==> src/rtl/gcd_dispatch.sv <==
// Operand-pair feeder for the gcd core: FIFO-buffered input, one pair in flight, ordered results.
// Zero-operand pairs bypass the core; the result is held until downstream accepts it.
module gcd_dispatch #(
  parameter int WIDTH = 8,
  parameter int DEPTH = 4
) (
  input  logic                       clk_i,
  input  logic                       reset_i,
  input  logic                       in_valid_i,
  output logic                       in_ready_o,
  input  logic [WIDTH-1:0]           in_a_i,
  input  logic [WIDTH-1:0]           in_b_i,
  output logic                       core_valid_o,
  output logic [WIDTH-1:0]           core_a_o,
  output logic [WIDTH-1:0]           core_b_o,
  input  logic                       core_valid_i,
  input  logic [WIDTH-1:0]           core_gcd_i,
  output logic                       out_valid_o,
  input  logic                       out_ready_i,
  output logic [WIDTH-1:0]           out_gcd_o,
  output logic [WIDTH-1:0]           out_a_o,
  output logic [WIDTH-1:0]           out_b_o,
  output logic [$clog2(DEPTH+1)-1:0] count_o
);

  localparam int PW = $clog2(DEPTH);
  localparam int CW = $clog2(DEPTH+1);

  typedef enum logic [1:0] {S_IDLE, S_ISSUE, S_WAIT, S_RESP} state_t;

  state_t           state;
  logic [WIDTH-1:0] mem_a [DEPTH];
  logic [WIDTH-1:0] mem_b [DEPTH];
  logic [PW-1:0]    wr_ptr;
  logic [PW-1:0]    rd_ptr;
  logic [WIDTH-1:0] a_r;
  logic [WIDTH-1:0] b_r;
  logic             core_valid_q;
  logic             push;
  logic             pop;
  logic [WIDTH-1:0] head_a;
  logic [WIDTH-1:0] head_b;

  // Ready depends on occupancy alone, so a full FIFO refuses even when popping.
  assign in_ready_o = (count_o != CW'(DEPTH));
  assign push       = in_valid_i & in_ready_o;
  assign pop        = (state == S_IDLE) && (count_o != '0);
  assign head_a     = mem_a[rd_ptr];
  assign head_b     = mem_b[rd_ptr];

  always_ff @(posedge clk_i) begin
    if (push) begin
      mem_a[wr_ptr] <= in_a_i;
      mem_b[wr_ptr] <= in_b_i;
    end
  end

  always_ff @(posedge clk_i) begin
    if (reset_i) begin
      state        <= S_IDLE;
      wr_ptr       <= '0;
      rd_ptr       <= '0;
      count_o      <= '0;
      a_r          <= '0;
      b_r          <= '0;
      core_valid_q <= 1'b0;
      core_valid_o <= 1'b0;
      core_a_o     <= '0;
      core_b_o     <= '0;
      out_valid_o  <= 1'b0;
      out_gcd_o    <= '0;
      out_a_o      <= '0;
      out_b_o      <= '0;
    end else begin
      core_valid_q <= core_valid_i;
      if (push) wr_ptr <= wr_ptr + PW'(1);
      if (pop)  rd_ptr <= rd_ptr + PW'(1);
      case ({push, pop})
        2'b10:   count_o <= count_o + CW'(1);
        2'b01:   count_o <= count_o - CW'(1);
        default: count_o <= count_o;
      endcase

      case (state)
        S_IDLE: begin
          if (pop) begin
            a_r <= head_a;
            b_r <= head_b;
            // gcd(x,0)=x and gcd(0,0)=0, so OR gives the answer directly.
            if (head_a == '0 || head_b == '0) begin
              out_valid_o <= 1'b1;
              out_gcd_o   <= head_a | head_b;
              out_a_o     <= head_a;
              out_b_o     <= head_b;
              state       <= S_RESP;
            end else begin
              core_valid_o <= 1'b1;
              core_a_o     <= head_a;
              core_b_o     <= head_b;
              state        <= S_ISSUE;
            end
          end
        end
        S_ISSUE: begin
          core_valid_o <= 1'b0;
          core_a_o     <= '0;
          core_b_o     <= '0;
          state        <= S_WAIT;
        end
        S_WAIT: begin
          // Rising edge only: a core valid held high yields one capture.
          if (core_valid_i && !core_valid_q) begin
            out_valid_o <= 1'b1;
            out_gcd_o   <= core_gcd_i;
            out_a_o     <= a_r;
            out_b_o     <= b_r;
            state       <= S_RESP;
          end
        end
        S_RESP: begin
          if (out_ready_i) begin
            out_valid_o <= 1'b0;
            out_gcd_o   <= '0;
            out_a_o     <= '0;
            out_b_o     <= '0;
            state       <= S_IDLE;
          end
        end
        default: state <= S_IDLE;
      endcase
    end
  end

endmodule

==> config.mk <==
export PLATFORM = sky130hd
export DESIGN_NAME = gcd_dispatch
export DESIGN_NICKNAME = d
export VERILOG_FILES = /design/src/rtl/gcd_dispatch.sv
export SDC_FILE = /design/constraint.sdc
export NUM_CORES = 1
export LEC_CHECK = 0
export ABC_AREA = 1
export CELL_PAD_IN_SITES_DETAIL_PLACEMENT = 1
export CELL_PAD_IN_SITES_GLOBAL_PLACEMENT = 1
export CORE_AREA = 5 5 122 124
export DETAILED_ROUTE_END_ITERATION = 10
export DIE_AREA = 0 0 127 129
export PLACE_DENSITY = 0.81
export SLEW_MARGIN = 10
export SYNTH_ARGS = -nofsm -noshare
export SYNTH_HDL_FRONTEND = slang
export SYNTH_SLANG_ARGS = --single-unit
export TNS_END_PERCENT = 20
==> constraint.sdc <==
create_clock -name clk_i -period 5.35 [get_ports clk_i]
set_input_delay 1.07 -clock clk_i [delete_from_list [all_inputs] [get_ports clk_i]]
set_output_delay 1.07 -clock clk_i [all_outputs]
set_load 0.05 [all_outputs]
After elaboration in Yosys (flattened, before gate mapping)
Memories as Yosys holds them, arrays and structs flattened. A register that Yosys moved wholly into a read port is not among the register bits.
Cells that the tools add are included.
{"block": "op_classes", "addsub": 4, "n_eq_ne": 11, "mux": 39, "bitwise": 2, "n_reduce_logical": 15}
{"op": "$mux W8", "n": 14}
{"op": "$pmux W8 S3", "n": 3}
{"op": "$pmux W8 S2", "n": 2}
{"op": "$logic_not A8 Y1", "n": 2}
{"op": "$mux W2", "n": 8}
{"op": "$mux W1", "n": 8}
{"op": "$ne A2 B2 Y1 const B", "n": 4}
{"op": "$or A8 B8 Y8", "n": 1}
{"op": "$pmux W2 S4", "n": 1}
{"op": "$eq A2 B2 Y1 const B", "n": 3}
{"op": "$pmux W3 S2", "n": 1}
{"op": "$reduce_and A3 Y1", "n": 2}
{"op": "$reduce_bool A3 Y1", "n": 2}
{"op": "$reduce_and A5 Y1", "n": 1}
{"op": "$add A2 B1 Y2 const B", "n": 2}
{"op": "$eq A2 B1 Y1 const B", "n": 2}
{"op": "$reduce_bool A2 Y1", "n": 2}
{"op": "$add A3 B1 Y3 const B", "n": 1}
{"op": "$ne A3 B3 Y1 const B", "n": 1}
{"op": "$pmux W1 S3", "n": 1}
{"op": "$sub A3 B1 Y3 const B", "n": 1}
{"op": "$logic_and A1 B1 Y1", "n": 2}
{"op": "$logic_not A2 Y1", "n": 1}
{"op": "$ne A2 B1 Y1 const B", "n": 1}
{"op": "5 further kinds", "n": 5}
{"block": "word_totals", "ff_bits": 68, "ram_bits": 64, "out_inout_bits": 46, "wordCells": 87, "mem_count": 2}
{"name": "mem_a", "depth": 4, "word_bits": 8, "read_ports": 1, "rd_ports_with_merged_regs": 1, "wr": 1, "line_no": "32", "rtl": "logic [WIDTH-1:0] mem_a [DEPTH];"}
{"name": "mem_b", "depth": 4, "word_bits": 8, "read_ports": 1, "rd_ports_with_merged_regs": 1, "wr": 1, "line_no": "33", "rtl": "logic [WIDTH-1:0] mem_b [DEPTH];"}

Longest topological paths before layout
Gate-level depths: netlist (run 1).
{"block": "depth", "ltp_word": 5, "depth_mapped": 15, "depth_no_buf": 12}

Worst setup path before layout (run 1)
No wires, ideal clock.
{"block": "synth_path", "path_kind": "register to register", "from": "register count_o[2]", "to": "register count_o[2]", "arrival_time_ps": 2572, "required_ps": 5228, "setup_slack_ps": 2656, "path_stages_with_launch": 10, "n_path_buf": 0, "synth_period_minus_slack_ps": 2694, "cell_sequence": "dfxtp_1 -> nand3_1 -> nand2_1 -> ha_1 -> inv_1 -> fa_1 -> a21oi_1 -> o21ai_0 -> o21ai_0 -> a21oi_1"}
{"block": "synth_between", "elab_chain_len": 4, "word_cells_on_any_way": 10, "cone_classes": "add/sub: 2; eq/ne: 3; mux: 1; bitwise: 1; reduce/logical: 3"}
{"item": "start: declaration", "line_no": "23", "rtl": "output logic [$clog2(DEPTH+1)-1:0] count_o"}
{"item": "start signal: assignment", "line_no": "79", "rtl": "2'b10: count_o <= count_o + CW'(1);"}
{"item": "start signal: assignment", "line_no": "80", "rtl": "2'b01: count_o <= count_o - CW'(1);"}
{"item": "start signal: assignment", "line_no": "81", "rtl": "default: count_o <= count_o;"}
{"item": "$ne A3 B3 Y1 *", "line_no": "45", "rtl": "assign in_ready_o = (count_o != CW'(DEPTH));"}
{"item": "named net in_ready_o", "line_no": "10", "rtl": "output logic in_ready_o,"}
{"item": "$and A1 B1 Y1 *", "line_no": "46", "rtl": "assign push = in_valid_i & in_ready_o;"}
{"item": "$eq A2 B1 Y1 or $eq A2 B2 Y1 (tied branches)", "line_no": "78", "rtl": "case ({push, pop})"}
{"item": "$pmux W3 S2 or $reduce_bool A2 Y1 (tied branches)"}
Mark *: on every way through the listed nets, which the timed path passes. The rest lies on a longest branch.
A chain may end at the register's enable or synchronous reset.

==> flow_summary.json, run 1 <==
{
  "ys_types": 24,
  "hold_start": "core_b_o[3]$_SDFFE_PP0P_",
  "antenna_left": 0,
  "grt_pass1_wl_mm": 25.2,
  "ys_seq_area_frac": 0.556,
  "synthCells": 692,
  "firstDrtPassIters": 5,
  "synth.avg_cell_area_um2": 8.63,
  "regToRegEndpoint": "out_a_o[7]$_SDFFE_PP0P_",
  "whs_path_depth": 2,
  "yosysWarnings": 0,
  "wl_per_cell_um": 16.7,
  "fill_cells": 1612,
  "fin_area_mm2": 0.00736,
  "cts_made_buffers": 17,
  "leakage_uw": 0.00296,
  "grt_pass1_vias": 4969,
  "cts_sinks": 134,
  "die_w_um": 127,
  "synth_nets": 731,
  "fmax_mhz": 330,
  "grt_max_degree": 37,
  "maxCapViolCount": 0,
  "vias": 4808,
  "cts_hold_buf": 0,
  "drive_gt1_frac": 0.0904,
  "avgViaCountPerCell": 5.10,
  "finalHoldViolCount": 0,
  "slew-limit-headroom": 0.326,
  "hold_class": "flip-flop to flip-flop",
  "reg2regPathDepth": 11,
  "vdd_drop_max_uv": 292,
  "io_pins": 75,
  "rsz0062_at_grt": "no",
  "drt-initial-drc-count": 242,
  "initial_core_util": 0.437,
  "hpwl_mm": 10.5,
  "final-setup-viol-count": 0,
  "grt_util_all_layers": 0.197,
  "p_per_area_mw_per_mm2": 743,
  "finalSetupTns_ns": 0,
  "cts_tree": "built",
  "fin_ws_ns": 2.32,
  "cts.repair.resized": 0,
  "drc": 0,
  "arrival_ns": 3.33,
  "crit_path_max_fanout": 30,
  "syn-cell-area_mm2": 0.00597,
  "final_util": 0.539,
  "die_area_mm2": 0.0164,
  "root_buffer": "clkbuf_16",
  "outcome": "complete, no violations",
  "min_period_ns": 3.03,
  "ys_ff_latch": 134,
  "area_delta_synth_final_pct": 23.3,
  "cp-start-kind": "input pin",
  "antenna_found_initial": 0,
  "worstSetupEndpointType": "flip-flop",
  "worstSetupPathType": "input pin to flip-flop",
  "period_share": 0.567,
  "rrSetupSlack_ns": 2.51,
  "dpl_cell_area_mm2": 0.00675,
  "coreArea_mm2": 0.0137,
  "ctsHtreeMaxLevel": 4,
  "place_ws_ns": 1.90,
  "rows": 43,
  "place.gp.congestion": 0.791,
  "gr-total-overflow": 0,
  "nets": 789,
  "antennaDiodeCount": 0,
  "clkLatencyLatePin_ns": 0.42,
  "clk_pin_slew_ns": 0.06,
  "totalWireLength_mm": 15.8,
  "chipHeight_um": 129,
  "clock_skew_ns": 0.0190,
  "post-cts-setup-buffers": 0,
  "cts_buffer_depth": 2,
  "worst_slew_pin_slew_ns": 1.01,
  "power.total_uw": 5480,
  "maxSlewViolCount": 0,
  "hold_path_end": "core_b_o[3]$_SDFFE_PP0P_",
  "required_ns": 5.64,
  "port_buffers": 74
}
[metal layers]
metal	vias to the layer above	track usage	wire length (um)
met5	-	0	0
li1	2361	-	-
met3	16	0.0535	853
met2	108	0.361	8410
met4	0	0.0726	265
met1	2323	0.219	6220
[worst max-delay path by stage]
stage | startpoint | endpoint | slack [ns] | depth (start not counted)
2_1_floorplan | count_o[2]$_SDFFE_PP0P_ | count_o[2]$_SDFFE_PP0P_ | 2.66 | 9
3_3_place_gp | reset_i | wr_ptr[0]$_SDFFE_PP0P_ | 2.04 | 5
3_5_place_dp | reset_i | wr_ptr[1]$_SDFFE_PP0P_ | 1.90 | 5
4_1_cts | count_o[1]$_SDFFE_PP0P_ | in_ready_o | 2.34 | 3
5_1_grt | reset_i | a_r[7]$_SDFFE_PP0P_ | 2.13 | 5
6_report | reset_i | wr_ptr[1]$_SDFFE_PP0P_ | 2.32 | 5
[worst max-delay path, stage by stage]
cell             delay, ns
clkdlybuf4s50_1       1.12
inv_1                 0.54
buf_4                 0.39
o21ai_0               0.12
a21oi_1               0.07
[through the flow]
stage,instances,hold WS [ns]
floorplan,692,0.436
global placement,911,0.455
CTS,943,0.471
finish,943,0.466
global route,943,0.488
detailed placement,911,0.463
[kinds of logic after synthesis]
kind of cell | after synthesis | synth area share
simple gates | 318 | 0.235
fa+ha+maj | 10 | 0.0222
compound gates | 103 | 0.0926
flops | 134 | 0.556
buf+inv | 127 | 0.0939
[area by class of cell]
cell class | instances | area [um2] | area share
Inverter | 88 | 333 | 0.0452
Sequential cell | 134 | 3320 | 0.451
Tap cell | 180 | 225 | 0.0306
Timing Repair Buffer | 78 | 771 | 0.105
Multi-Input combinational cell | 431 | 2100 | 0.285
Clock inverter | 13 | 181 | 0.0246
Clock buffer | 19 | 433 | 0.0588
[placed cells by master, fill, tap and decap left out, drive strengths merged, types with 7 or more instances in the layout]
master | synthesis | layout
nand4 | 25 | 25
o21ai | 43 | 43
dfxtp | 70 | 70
inv | 86 | 86
nor2 | 57 | 57
clkdlybuf4s50 | 0 | 74
a21oi | 60 | 60
clkbuf | 20 | 19
ha | 9 | 9
clkinv | 2 | 7
nand2 | 183 | 183
edfxtp | 64 | 64
nand3 | 52 | 52
[cell usage after synthesis]
cell type  instances  area, um2
inv_2              1       3.75
edfxtp_1          64       1920
a21oi_2           10       87.6
buf_8              1       15.0
fa_1               1       20.0
nand2_2           16        100
clkinv_1           2       7.51
o21ai_0           43        215
nand3_4            2       35.0
nand4_1           25        156
nor3_1             1       5.00
buf_2              8       40.0
nand2_4            2       22.5
a21oi_1           50        250
nor2_1            57        214
ha_1               9        113
buf_1              2       7.51
nand2_1          165        619
dfxtp_1           70       1400
inv_4              1       6.26
clkbuf_1          20       75.1
inv_1             84        315
nand3_1           50        250
buf_6              8       90.1
[registers in the layout, summed over array words and instances, names as in the netlist, 3 cells and up, named ones only]
signal and flops:
b_r 8, out_b_o 8, mem_b 32, core_b_o 8, a_r 8, mem_a 32, out_a_o 8, core_a_o 8
out_gcd_o 8, count_o 3
[report_power, final]
part           switching, uW  total, uW  leakage [uW]  internal (uW)
combinational           1920       2700       0.00151            780
clock                    439       1220      0.000287            777
sequential               167       1560       0.00116           1390
total                   2530       5480       0.00296           2950
Note: power is estimated with default switching activity, not from simulation.
==> run 2: changes to the inputs <==
- CORE_AREA: 5 5 122 124 -> 5 5 132 134
- DIE_AREA: 0 0 127 129 -> 0 0 137 139
- PLACE_DENSITY: 0.81 -> 0.73
- clock period: 5.35 -> 2.7 ns (I/O delays scaled with it)
==> flow_summary.json, run 2 (synthesis results as in run 1) <==
{
  "grt_pass1_vias": 5191,
  "maxSlewViolCount": 0,
  "seqCellArea_mm2": 0.00332,
  "antenna_found_initial": 0,
  "cell_internal_pwr_uw": 6090,
  "period_share": 0.869,
  "reg_top3": "mem_a: 32 flops, mem_b: 32 flops",
  "antenna_left": 0,
  "arrival_ns": 1.81,
  "rrSetupSlack_ns": 0.43,
  "rows": 47,
  "drc": 0,
  "maxCapViolCount": 0,
  "cp-start-kind": "flip-flop",
  "drive_gt1_frac": 0.114,
  "crit_path_max_fanout": 4,
  "cts_hold_buf": 0,
  "die_w_um": 137,
  "port_buffers": 74,
  "min_period_ns": 2.35,
  "hold_start": "core_b_o[0]$_SDFFE_PP0P_",
  "io_pins": 75,
  "clk_pin_slew_ns": 0.05,
  "reg2regPathDepth": 12,
  "die_area_mm2": 0.0190,
  "worst_slew_pin_slew_ns": 0.649,
  "required_ns": 2.16,
  "p_per_area_mw_per_mm2": 1460,
  "mostFrequentLayoutCell": "nand2_1",
  "grt_pass1_wl_mm": 26.1,
  "root_buffer": "clkbuf_16",
  "clock_skew_ns": 0.00520,
  "rsz0062_at_grt": "no",
  "instances_no_fill": 1007,
  "ctsHtreeMaxLevel": 4,
  "hpwl_mm": 11.3,
  "clkLatencyLatePin_ns": 0.42,
  "outcome": "complete, no violations",
  "vias": 4833,
  "area_delta_synth_final_pct": 27.3,
  "multiInputGateArea_mm2": 0.00209,
  "cts_sinks": 134,
  "grt_max_degree": 49,
  "fmax_mhz": 426,
  "totalWireLength_mm": 16.1,
  "antennaDiodeCount": 0,
  "fin_ws_ns": 0.355,
  "drt-initial-drc-count": 258,
  "mostFrequentLayoutCells": "165 x nand2_1, 84 x inv_1, 74 x clkdlybuf4s50_1",
  "place_ws_ns": 0.285,
  "placed_cells": 975,
  "cts_made_buffers": 17,
  "grt_util_all_layers": 0.175,
  "vdd_drop_max_uv": 588,
  "cts.repair.resized": 0,
  "chipHeight_um": 139,
  "cts_tree": "built",
  "worstSetupEndpointType": "output port",
  "leakage_uw": 0.00310,
  "hold_path_end": "core_b_o[0]$_SDFFE_PP0P_",
  "wl_per_cell_um": 16.0,
  "power_switching_share": 0.452,
  "cts_buffer_depth": 2,
  "finalHoldViolCount": 0,
  "firstDrtPassIters": 4,
  "clkPwrFrac": 0.217,
  "fill_cells": 1840,
  "place.gp.congestion": 0.819,
  "whs_path_depth": 2,
  "finalSetupTns_ns": 0,
  "post-cts-setup-buffers": 0,
  "share_comb_of_total_power": 0.507,
  "hold_class": "flip-flop to flip-flop",
  "regToRegEndpoint": "out_b_o[1]$_SDFFE_PP0P_",
  "p_seq_frac": 0.276,
  "initial_core_util": 0.369,
  "avgViaCountPerCell": 4.80,
  "switchingPower_uw": 5010,
  "slew-limit-headroom": 0.568,
  "final-setup-viol-count": 0,
  "worstSetupPathType": "flip-flop to output port",
  "nets": 813,
  "gr-total-overflow": 0,
  "coreArea_mm2": 0.0162
}
## run 2: cell count changes in the layout (fill, tap and decap cells not counted)
cell,previous run,this run
buf_12,0,1
nor2_2,4,1
clkinvlp_4,4,0
clkbuf_8,0,2
buf_4,4,27
nor2_1,53,56
clkinv_4,2,0
clkinv_2,2,6
## run 2: power by group through the flow
stage	Sequential [uW]	Clock (uW)	Combinational [uW]
final	3060	2410	5630
after global routing	3130	2550	6180
after CTS	3070	2450	5700
after detailed placement	3100	0	5650
after global placement	3060	0	5450
after floorplan	4190	0	2780
## run 2: worst max-delay path, stage by stage (launching register included)
cell             delay [ns]
dfxtp_1                0.37
inv_1                  0.10
nand3_1                0.11
clkdlybuf4s50_1        0.81
## run 2: worst max path at each step
| stage | endpoint | slack [ns] | startpoint | cells past startpoint |
|---|---|---|---|---|
| after global placement | count_o[2]$_SDFFE_PP0P_ | 0.34 | in_valid_i | 9 |
| after CTS | in_ready_o | 0.34 | count_o[0]$_SDFFE_PP0P_ | 3 |
| after detailed placement | count_o[2]$_SDFFE_PP0P_ | 0.28 | in_valid_i | 9 |
| after global routing | out_gcd_o[5]$_SDFFE_PP0P_ | 0.23 | flip-flop | 12 |
| final | in_ready_o | 0.35 | count_o[1]$_SDFFE_PP0P_ | 3 |
| after floorplan | count_o[2]$_SDFFE_PP0P_ | 0.006 | count_o[2]$_SDFFE_PP0P_ | 9 |
## run 2: final cells by class
type / instances / area share
well taps: 220 / 0.0362
flip-flops and latches: 134 / 0.437
repair buffers: 102 / 0.127
clock inverters: 11 / 0.0203
inverters: 88 / 0.0438
multi-input cells: 431 / 0.275
clock buffers: 21 / 0.0606
## run 2: through the flow
step	hold slack (ns)	utilization	instance area, um2	power [uW]
2_1_floorplan	0.436	-	5970	6970
5_1_grt	0.490	0.470	7600	11900
6_report	0.466	0.470	7600	11100
3_3_place_gp	0.448	0.432	6990	8520
3_5_place_dp	0.459	0.432	6990	8750
4_1_cts	0.470	0.470	7600	11200
## run 2: per-layer routing
| metal | vias to the layer above | share of wire | global-route usage |
|---|---|---|---|
| met5 | - | 0 | 0 |
| met4 | 0 | 0.017 | 0.0657 |
| met3 | 17 | 0.035 | 0.0334 |
| met2 | 93 | 0.51 | 0.306 |
| met1 | 2314 | 0.44 | 0.211 |
| li1 | 2409 | - | - |
